$ cat config.mk
export PLATFORM = sky130hd
export DESIGN_NAME = dense_out_streamer_flat
export DESIGN_NICKNAME = d
export VERILOG_FILES = /design/src/rtl/dense_out_streamer_if.sv /design/src/rtl/dense_out_streamer.sv /design/src/flat_wrapper.sv
export SDC_FILE = /design/constraint.sdc
export NUM_CORES = 2
export LEC_CHECK = 0
export CORE_AREA = 2 2 651 653
export DETAILED_ROUTE_END_ITERATION = 10
export DIE_AREA = 0 0 653 655
export PLACE_DENSITY = 0.42
export REMOVE_ABC_BUFFERS = 1
export SLEW_MARGIN = 20
export SYNTH_ARGS = -nofsm -noshare
export SYNTH_HDL_FRONTEND = slang
export SYNTH_SLANG_ARGS = --single-unit
$ cat constraint.sdc
create_clock -name clk -period 188.7 [get_ports clk]
set_input_delay 37.74 -clock clk [delete_from_list [all_inputs] [get_ports clk]]
set_output_delay 37.74 -clock clk [all_outputs]
set_load 0.01 [all_outputs]
$ cat src/rtl/dense_out_streamer_if.sv
// Valid/ready word stream carrying one signed Q1.15 output word and its index.
// The master drives data/index/valid/last and the slave returns ready.
interface dense_out_streamer_if #(
  parameter int unsigned IW = 8
) ();
  logic [15:0]   data;
  logic [IW-1:0] index;
  logic          valid;
  logic          ready;
  logic          last;

  modport master (output data, index, valid, last, input ready);
  modport slave  (input data, index, valid, last, output ready);
endinterface

$ cat src/rtl/dense_out_streamer.sv
// Snapshots the dense layer's output vector on the rising edge of done and streams it one word per
// handshake, tracking the signed argmax (lowest index wins ties) as the words are accepted.
module dense_out_streamer #(
  parameter int unsigned N  = 100,
  parameter int unsigned IW = 8
) (
  input  logic                 clk,
  input  logic                 rst_n,
  input  logic [16*N-1:0]      i_y_in,
  input  logic                 i_done,
  dense_out_streamer_if.master out_if,
  output logic                 o_busy,
  output logic [15:0]          o_max_value,
  output logic [IW-1:0]        o_max_index,
  output logic                 o_max_valid
);

  typedef enum logic {StIdle, StStream} state_e;

  state_e        r_state;
  state_e        w_state_d;
  logic          r_done_q;
  logic [15:0]   r_buf [N];
  logic [15:0]   r_out_data;
  logic [IW-1:0] r_idx;
  logic          r_out_last;
  logic [15:0]   r_max_value;
  logic [IW-1:0] r_max_index;
  logic          r_max_valid;

  logic          w_start;
  logic          w_hs;
  logic          w_at_last;
  logic [IW-1:0] w_idx_nxt;
  logic [15:0]   w_word_nxt;

  assign w_start   = i_done && !r_done_q;
  assign w_hs      = (r_state == StStream) && out_if.ready;
  assign w_at_last = (r_idx == IW'(N - 1));
  assign w_idx_nxt = r_idx + 1'b1;

  // Word for the next index, so out_data stays a plain register.
  always_comb begin
    w_word_nxt = '0;
    for (int k = 0; k < N; k++) begin
      if (w_idx_nxt == IW'(k)) begin
        w_word_nxt = r_buf[k];
      end
    end
  end

  // FSM state register.
  always_ff @(posedge clk or negedge rst_n) begin
    if (!rst_n) begin
      r_state <= StIdle;
    end else begin
      r_state <= w_state_d;
    end
  end

  // FSM next-state logic; starts seen while streaming are dropped.
  always_comb begin
    w_state_d = r_state;
    unique case (r_state)
      StIdle:   if (w_start) w_state_d = StStream;
      StStream: if (w_hs && w_at_last) w_state_d = StIdle;
      default:  w_state_d = StIdle;
    endcase
  end

  // FSM outputs.
  always_comb begin
    out_if.valid = (r_state == StStream);
    out_if.data  = r_out_data;
    out_if.index = r_idx;
    out_if.last  = r_out_last;
    o_busy       = (r_state == StStream);
    o_max_value  = r_max_value;
    o_max_index  = r_max_index;
    o_max_valid  = r_max_valid;
  end

  // Snapshot buffer is pure datapath and needs no reset.
  always_ff @(posedge clk) begin
    if ((r_state == StIdle) && w_start) begin
      for (int k = 0; k < N; k++) begin
        r_buf[k] <= i_y_in[16*k +: 16];
      end
    end
  end

  always_ff @(posedge clk or negedge rst_n) begin
    if (!rst_n) begin
      r_done_q    <= 1'b0;
      r_idx       <= '0;
      r_out_data  <= '0;
      r_out_last  <= 1'b0;
      r_max_value <= '0;
      r_max_index <= '0;
      r_max_valid <= 1'b0;
    end else begin
      r_done_q <= i_done;
      if (r_state == StIdle) begin
        if (w_start) begin
          r_idx       <= '0;
          r_out_data  <= i_y_in[15:0];
          r_out_last  <= (N == 1);
          r_max_valid <= 1'b0;
        end
      end else if (w_hs) begin
        // r_out_data always mirrors buf[idx] while streaming.
        if ((r_idx == '0) || ($signed(r_out_data) > $signed(r_max_value))) begin
          r_max_value <= r_out_data;
          r_max_index <= r_idx;
        end
        if (w_at_last) begin
          r_max_valid <= 1'b1;
        end else begin
          r_idx      <= w_idx_nxt;
          r_out_data <= w_word_nxt;
          r_out_last <= (w_idx_nxt == IW'(N - 1));
        end
      end
    end
  end

endmodule

$ cat src/flat_wrapper.sv
// flat-port wrapper written by rule: the top's interface ports become plain ports
module dense_out_streamer_flat 
#(
  parameter int unsigned N  = 100,
  parameter int unsigned IW = 8
)
  (clk, rst_n, i_y_in, i_done, o_busy, o_max_value, o_max_index, o_max_valid, out_if_data, out_if_index, out_if_valid, out_if_last, out_if_ready);
  dense_out_streamer_if #(.IW(IW)) out_if_i ();
  input  logic clk;
  input  logic rst_n;
  input  logic [16*N-1:0] i_y_in;
  input  logic i_done;
  output logic o_busy;
  output logic [15:0] o_max_value;
  output logic [IW-1:0] o_max_index;
  output logic o_max_valid;
  output wire logic [$bits(out_if_i.data)-1:0] out_if_data;
  output wire logic [$bits(out_if_i.index)-1:0] out_if_index;
  output wire logic [$bits(out_if_i.valid)-1:0] out_if_valid;
  output wire logic [$bits(out_if_i.last)-1:0] out_if_last;
  input wire logic [$bits(out_if_i.ready)-1:0] out_if_ready;
  assign out_if_data = out_if_i.data;
  assign out_if_index = out_if_i.index;
  assign out_if_valid = out_if_i.valid;
  assign out_if_last = out_if_i.last;
  assign out_if_i.ready = out_if_ready;
  dense_out_streamer #(.N(N), .IW(IW)) u_core (.clk(clk), .rst_n(rst_n), .i_y_in(i_y_in), .i_done(i_done), .out_if(out_if_i), .o_busy(o_busy), .o_max_value(o_max_value), .o_max_index(o_max_index), .o_max_valid(o_max_valid));
endmodule
### Word-level counts from Yosys, hierarchy flattened

Memories as Yosys holds them, arrays and structs flattened.
Cells that the tools add are included.

| storage, ports and cells | value |
|---|---|
| output and inout bits | 52 |
| register bits | 52 |
| memories kept | 1 |
| memory bits (writable) | 1600 |
| logic and storage cells | 247 |
| input bits | 1604 |

| operators by class | value |
|---|---|
| bitwise gates (word level) | 1 |
| equal/unequal tests | 103 |
| $add $sub $neg | 1 |
| reduce and logical (&&, ||, !) cells | 12 |
| $lt $le $gt $ge | 1 |
| multiplexer cells | 120 |

Memories:

| name | depth | width | read ports | clocked after Yosys merged registers in | write ports | line | RTL |
|---|---|---|---|---|---|---|---|
| u_core.r_buf | 100 | 16 | 100 | 0 | 100 | dense_out_streamer.sv:23 | `logic [15:0] r_buf [N];` |

Operator list:

| cell | number |
|---|---|
| 16-bit two-way mux | 104 |
| 8-bit by 7-bit == test with 1-bit output, second input constant | 37 |
| 8-bit by 6-bit == test with 1-bit output, second input constant | 32 |
| 8-bit by 5-bit == test with 1-bit output, second input constant | 16 |
| 8-bit by 4-bit == test with 1-bit output, second input constant | 8 |
| 8-bit by 3-bit == test with 1-bit output, second input constant | 4 |
| 8-bit two-way mux | 4 |
| 8-bit by 2-bit == test with 1-bit output, second input constant | 2 |
| 16-bit greater-than comparator | 1 |
| 8-bit logical NOT | 2 |
| 1-bit two-way mux | 11 |
| 3-bit AND reduction | 3 |
| 8-bit by 1-bit adder with 8-bit output, second input constant | 1 |
| 8-bit by 1-bit == test with 1-bit output, second input constant | 1 |
| 2-bit inequality test, second input constant | 3 |
| 1-bit logical AND | 4 |
| 1-bit case mux with 2 select lines | 1 |
| 2-bit nonzero test | 1 |
| 1-bit logical NOT | 1 |
| 1-bit logical OR | 1 |
| 1-bit NOT | 1 |

### Depth between registers and ports, before layout

| logic depth | value |
|---|---|
| word-level depth | 105 |
| depth in mapped cells | 17 |
| gate-level depth less buffers | 12 |

### Worst setup path after synthesis

Ideal clock, no wire load.

| timing path | value |
|---|---|
| path kind | input-to-reg |
| start | in i_done |
| end | reg u_core.r_out_data[2] (netlist: u_core.out_if.data[2]) |
| path buffers | 0 |
| data required time | 188.571 ns |
| path slack | 69.491 ns |
| cell stages on the path | 9 |
| library setup time | 0.129 ns |
| data arrival time | 119.080 ns |
| path through | nand2b_1 > nor2_1 > nor2_1 > a2111oi_0 > nand2_1 > a221oi_1 > nand3_1 > nor3_1 > a211oi_1 |

| between the ends | value |
|---|---|
| longest elaborated chain between the ends | 3 |

RTL lines:

| element | line | RTL |
|---|---|---|
| start, declared | flat_wrapper.sv:12 | `input logic i_done;` |
| 1-bit logical AND | dense_out_streamer.sv:37 | `assign w_start = i_done && !r_done_q;` |
| 2-bit nonzero test (no line) | - |  |
| 3-bit AND reduction (no line) | - |  |
| end signal, assigned | dense_out_streamer.sv:106 | `r_out_data <= i_y_in[15:0];` |
| end signal, assigned | dense_out_streamer.sv:120 | `r_out_data <= w_word_nxt;` |
| end, declared | dense_out_streamer.sv:24 | `logic [15:0] r_out_data;` |

Every way passes these cells.
A chain may end at the register's enable or synchronous reset.

==> qor.yml <==
synth_seq_cells: 1652
synth-async-reset-ratio_pct: 3.15
skew_ns: 0.0686
htree_num_levels: 4
layout-drive-gt1-share_pct: 13.1
cap_viol_max_count: 0
hold_violations: 0
status: "complete, no violations"
cts.sinks: 1652
synth_edf_count: 1600
postSynthCellCount: 4915
synth_cell_types: 116
antenna_found_initial: 231
powerDensity_nw_per_um2: 11.8
holdBufCountCts: 0
r2r_slack_ns: 180.32
fin_setup_tns_ns: 0
drv_slew: 0
pre_cts_ws_ns: 143.53
cts_tree: "done"
cp.arrival_ns: 44.96
grt_start_max_net_pins: 186
timing.final.ws_setup_ns: 144.26
worstSetupEndpointType: "flip-flop"
grt_pass1_wl_um: 713000
numCtsBuffers: 201
synth_top_area_share_pct: 69.5
fin_crit_ns: 44.44
tightest_slew_ns: 1.37
yosys-top-cells-area: "edfxtp_1 (70%), o21ai_0 (1.9%), nand2_1 (1.9%), dfrtp_1 (1.9%), a21oi_1 (1.9%)"
fmaxAchievable_mhz: 22.5
synth.most_common_cell: "edfxtp_1"
post_cts_resize_count: 0
cts_buffer_depth: 4
grt_use_total_pct: 26.3
hpwl_um: 467000
synthTopCellsByCount: "edfxtp_1 (1600), nand2_1 (348), nor2_1 (335)"
start_util_pct: 16.4
yosysSeqAreaShare_pct: 71.4
drt_iter0_drc: 10100
place.port_buffers: 1655
chipHeight_um: 655
clk_pin_slew_ns: 0.06
cts_setup_buffers: 0
rsz0062_at_grt: "false"
fillers: 44400
ant_nets: 0
route.vias.total: 62400
rows: 239
post-route-drc-count: 0
routed_via_density: 4.93
critPathMaxFanout: 79
ir_worst_vdd_v: 0.00000845
syn_to_final_growth_pct: 47.6
cts_root_buffer: "clkbuf_16"
grt_pass1_vias: 60000
die_w_um: 653
fin_crit_sh_pct: 23.5
yosys.area.top_type: "edfxtp_1"
syn_area_per_cell_sq_um: 14.1
clk_latency_ns: 0.93
synth_ff_type: "edfxtp_1"
ys_warn_count: 0
wirelength_um: 587000
gr-total-overflow: 0
total_power_w: 0.00121
syn-cell-area_sq_um: 69100
p_leak_nw: 32.5
place.gp.congestion: 0.910
startpoint_type: "primary input"
worstPathRequired_ns: 189.23
timing.hold.ws_ns: 0.510
setup_violations: 0
min_path_type: "flip-flop to flip-flop"
core_area_sq_um: 422000
first_pass_iters: 6
slew_headroom_pct: 7.92
ios: 1656
wl_per_cell_um: 46.3
die_area_sq_um: 428000
critPathKind: "primary input to flip-flop"
nNetsFinal: 8464
-- state kept, by name, indices dropped and copies added (netlist names) --
| name | count |
|---|---|
| u_core.r_buf | 1600 |
| u_core.o_max_value | 16 |
| u_core.o_busy | 1 |
| u_core.o_max_valid | 1 |
| u_core.out_if.index | 8 |
| u_core.out_if.data | 16 |
| u_core.o_max_index | 8 |
| u_core.out_if.last | 1 |
| u_core.r_done_q | 1 |
-- worst max-delay path, cell delays in order --
cell             delay, ns
clkdlybuf4s50_1       0.52
nand2b_1              0.22
nor2_4                0.19
buf_4                 0.78
buf_4                 0.79
buf_4                 0.56
buf_4                 0.83
buf_4                 0.97
buf_4                 0.92
buf_4                 0.96
-- layout make-up --
cell class	count	area, sq um	share of cell area (%)
Inverter	36	138	0.135
Multi-Input combinational cell	2937	19200	18.8
Clock buffer	238	5210	5.11
Tap cell	5543	6940	6.80
Sequential cell	1652	49300	48.4
Timing Repair Buffer	2012	19400	19.0
Clock inverter	125	1460	1.44
Antenna cell	117	293	0.287
-- per-layer routing --
| layer | vias to the layer above | global-route usage (%) | share of wire (%) |
|---|---|---|---|
| met3 | 920 | 7.08 | 9.4 |
| met2 | 4732 | 43.1 | 47 |
| met5 | - | 0 | 0.061 |
| li1 | 24100 | - | - |
| met4 | 58 | 10.8 | 4.6 |
| met1 | 32700 | 32.5 | 39 |
-- power by group --
part / total (W) / internal [W] / switching (W)
clock network: 0.000407 / 0.000233 / 0.000174
registers: 0.000429 / 0.000417 / 0.0000120
logic: 0.000371 / 0.0000971 / 0.000273
-- placed cells by master (no fill, tap or decap), types with 85 or more instances in the layout --
master and n:
o22ai_1 131, diode_2 117, nor2_1 320, nor3_1 129
a21oi_1 245, edfxtp_1 1600, a221oi_1 93, buf_4 349
clkdlybuf4s50_1 1654, o21ai_0 255, o221ai_1 85, nand2_1 344
clkbuf_16 201, nand3_1 174
-- kinds of logic (layout without fill, tap and decap cells) --
kind of cell	after synthesis	after routing	synth area share [%]
AOI/OAI and AO/OA	1585	1585	16.3
xor gates and xnor gates	4	4	0.0725
adders and majority gates	20	20	0.362
buffers and inverters	326	2411	2.19
DFF	1652	1652	71.4
muxes	42	42	0.663
other	0	117	0
and+or+nand+nor	1286	1286	9.01
-- worst paths after layout --
check | startpoint | end | cells after the start
worst max register to register | u_core.out_if.index[2] | u_core.out_if.data[0] | 14
min in group asynchronous | rst_n | u_core.o_max_value[3] | 1
max in group asynchronous | rst_n | u_core.out_if.index[2] | 1
worst min register to register | u_core.o_max_index[0] | u_core.o_max_index[0] | 1
worst max-delay path | i_done | u_core.r_buf[0][230] | 10
worst min-delay path | u_core.o_max_index[0] | u_core.o_max_index[0] | 1
-- per-stage QoR --
stage	cells	area [sq um]	util [%]
after global placement	12200	94800	22.5
final	12700	102000	24.2
after detailed placement	12200	94900	22.5
after floorplan	4625	67700	-
after global routing	12600	102000	24.1
after CTS	12500	102000	24.1
(Power assumes the default switching activity.)
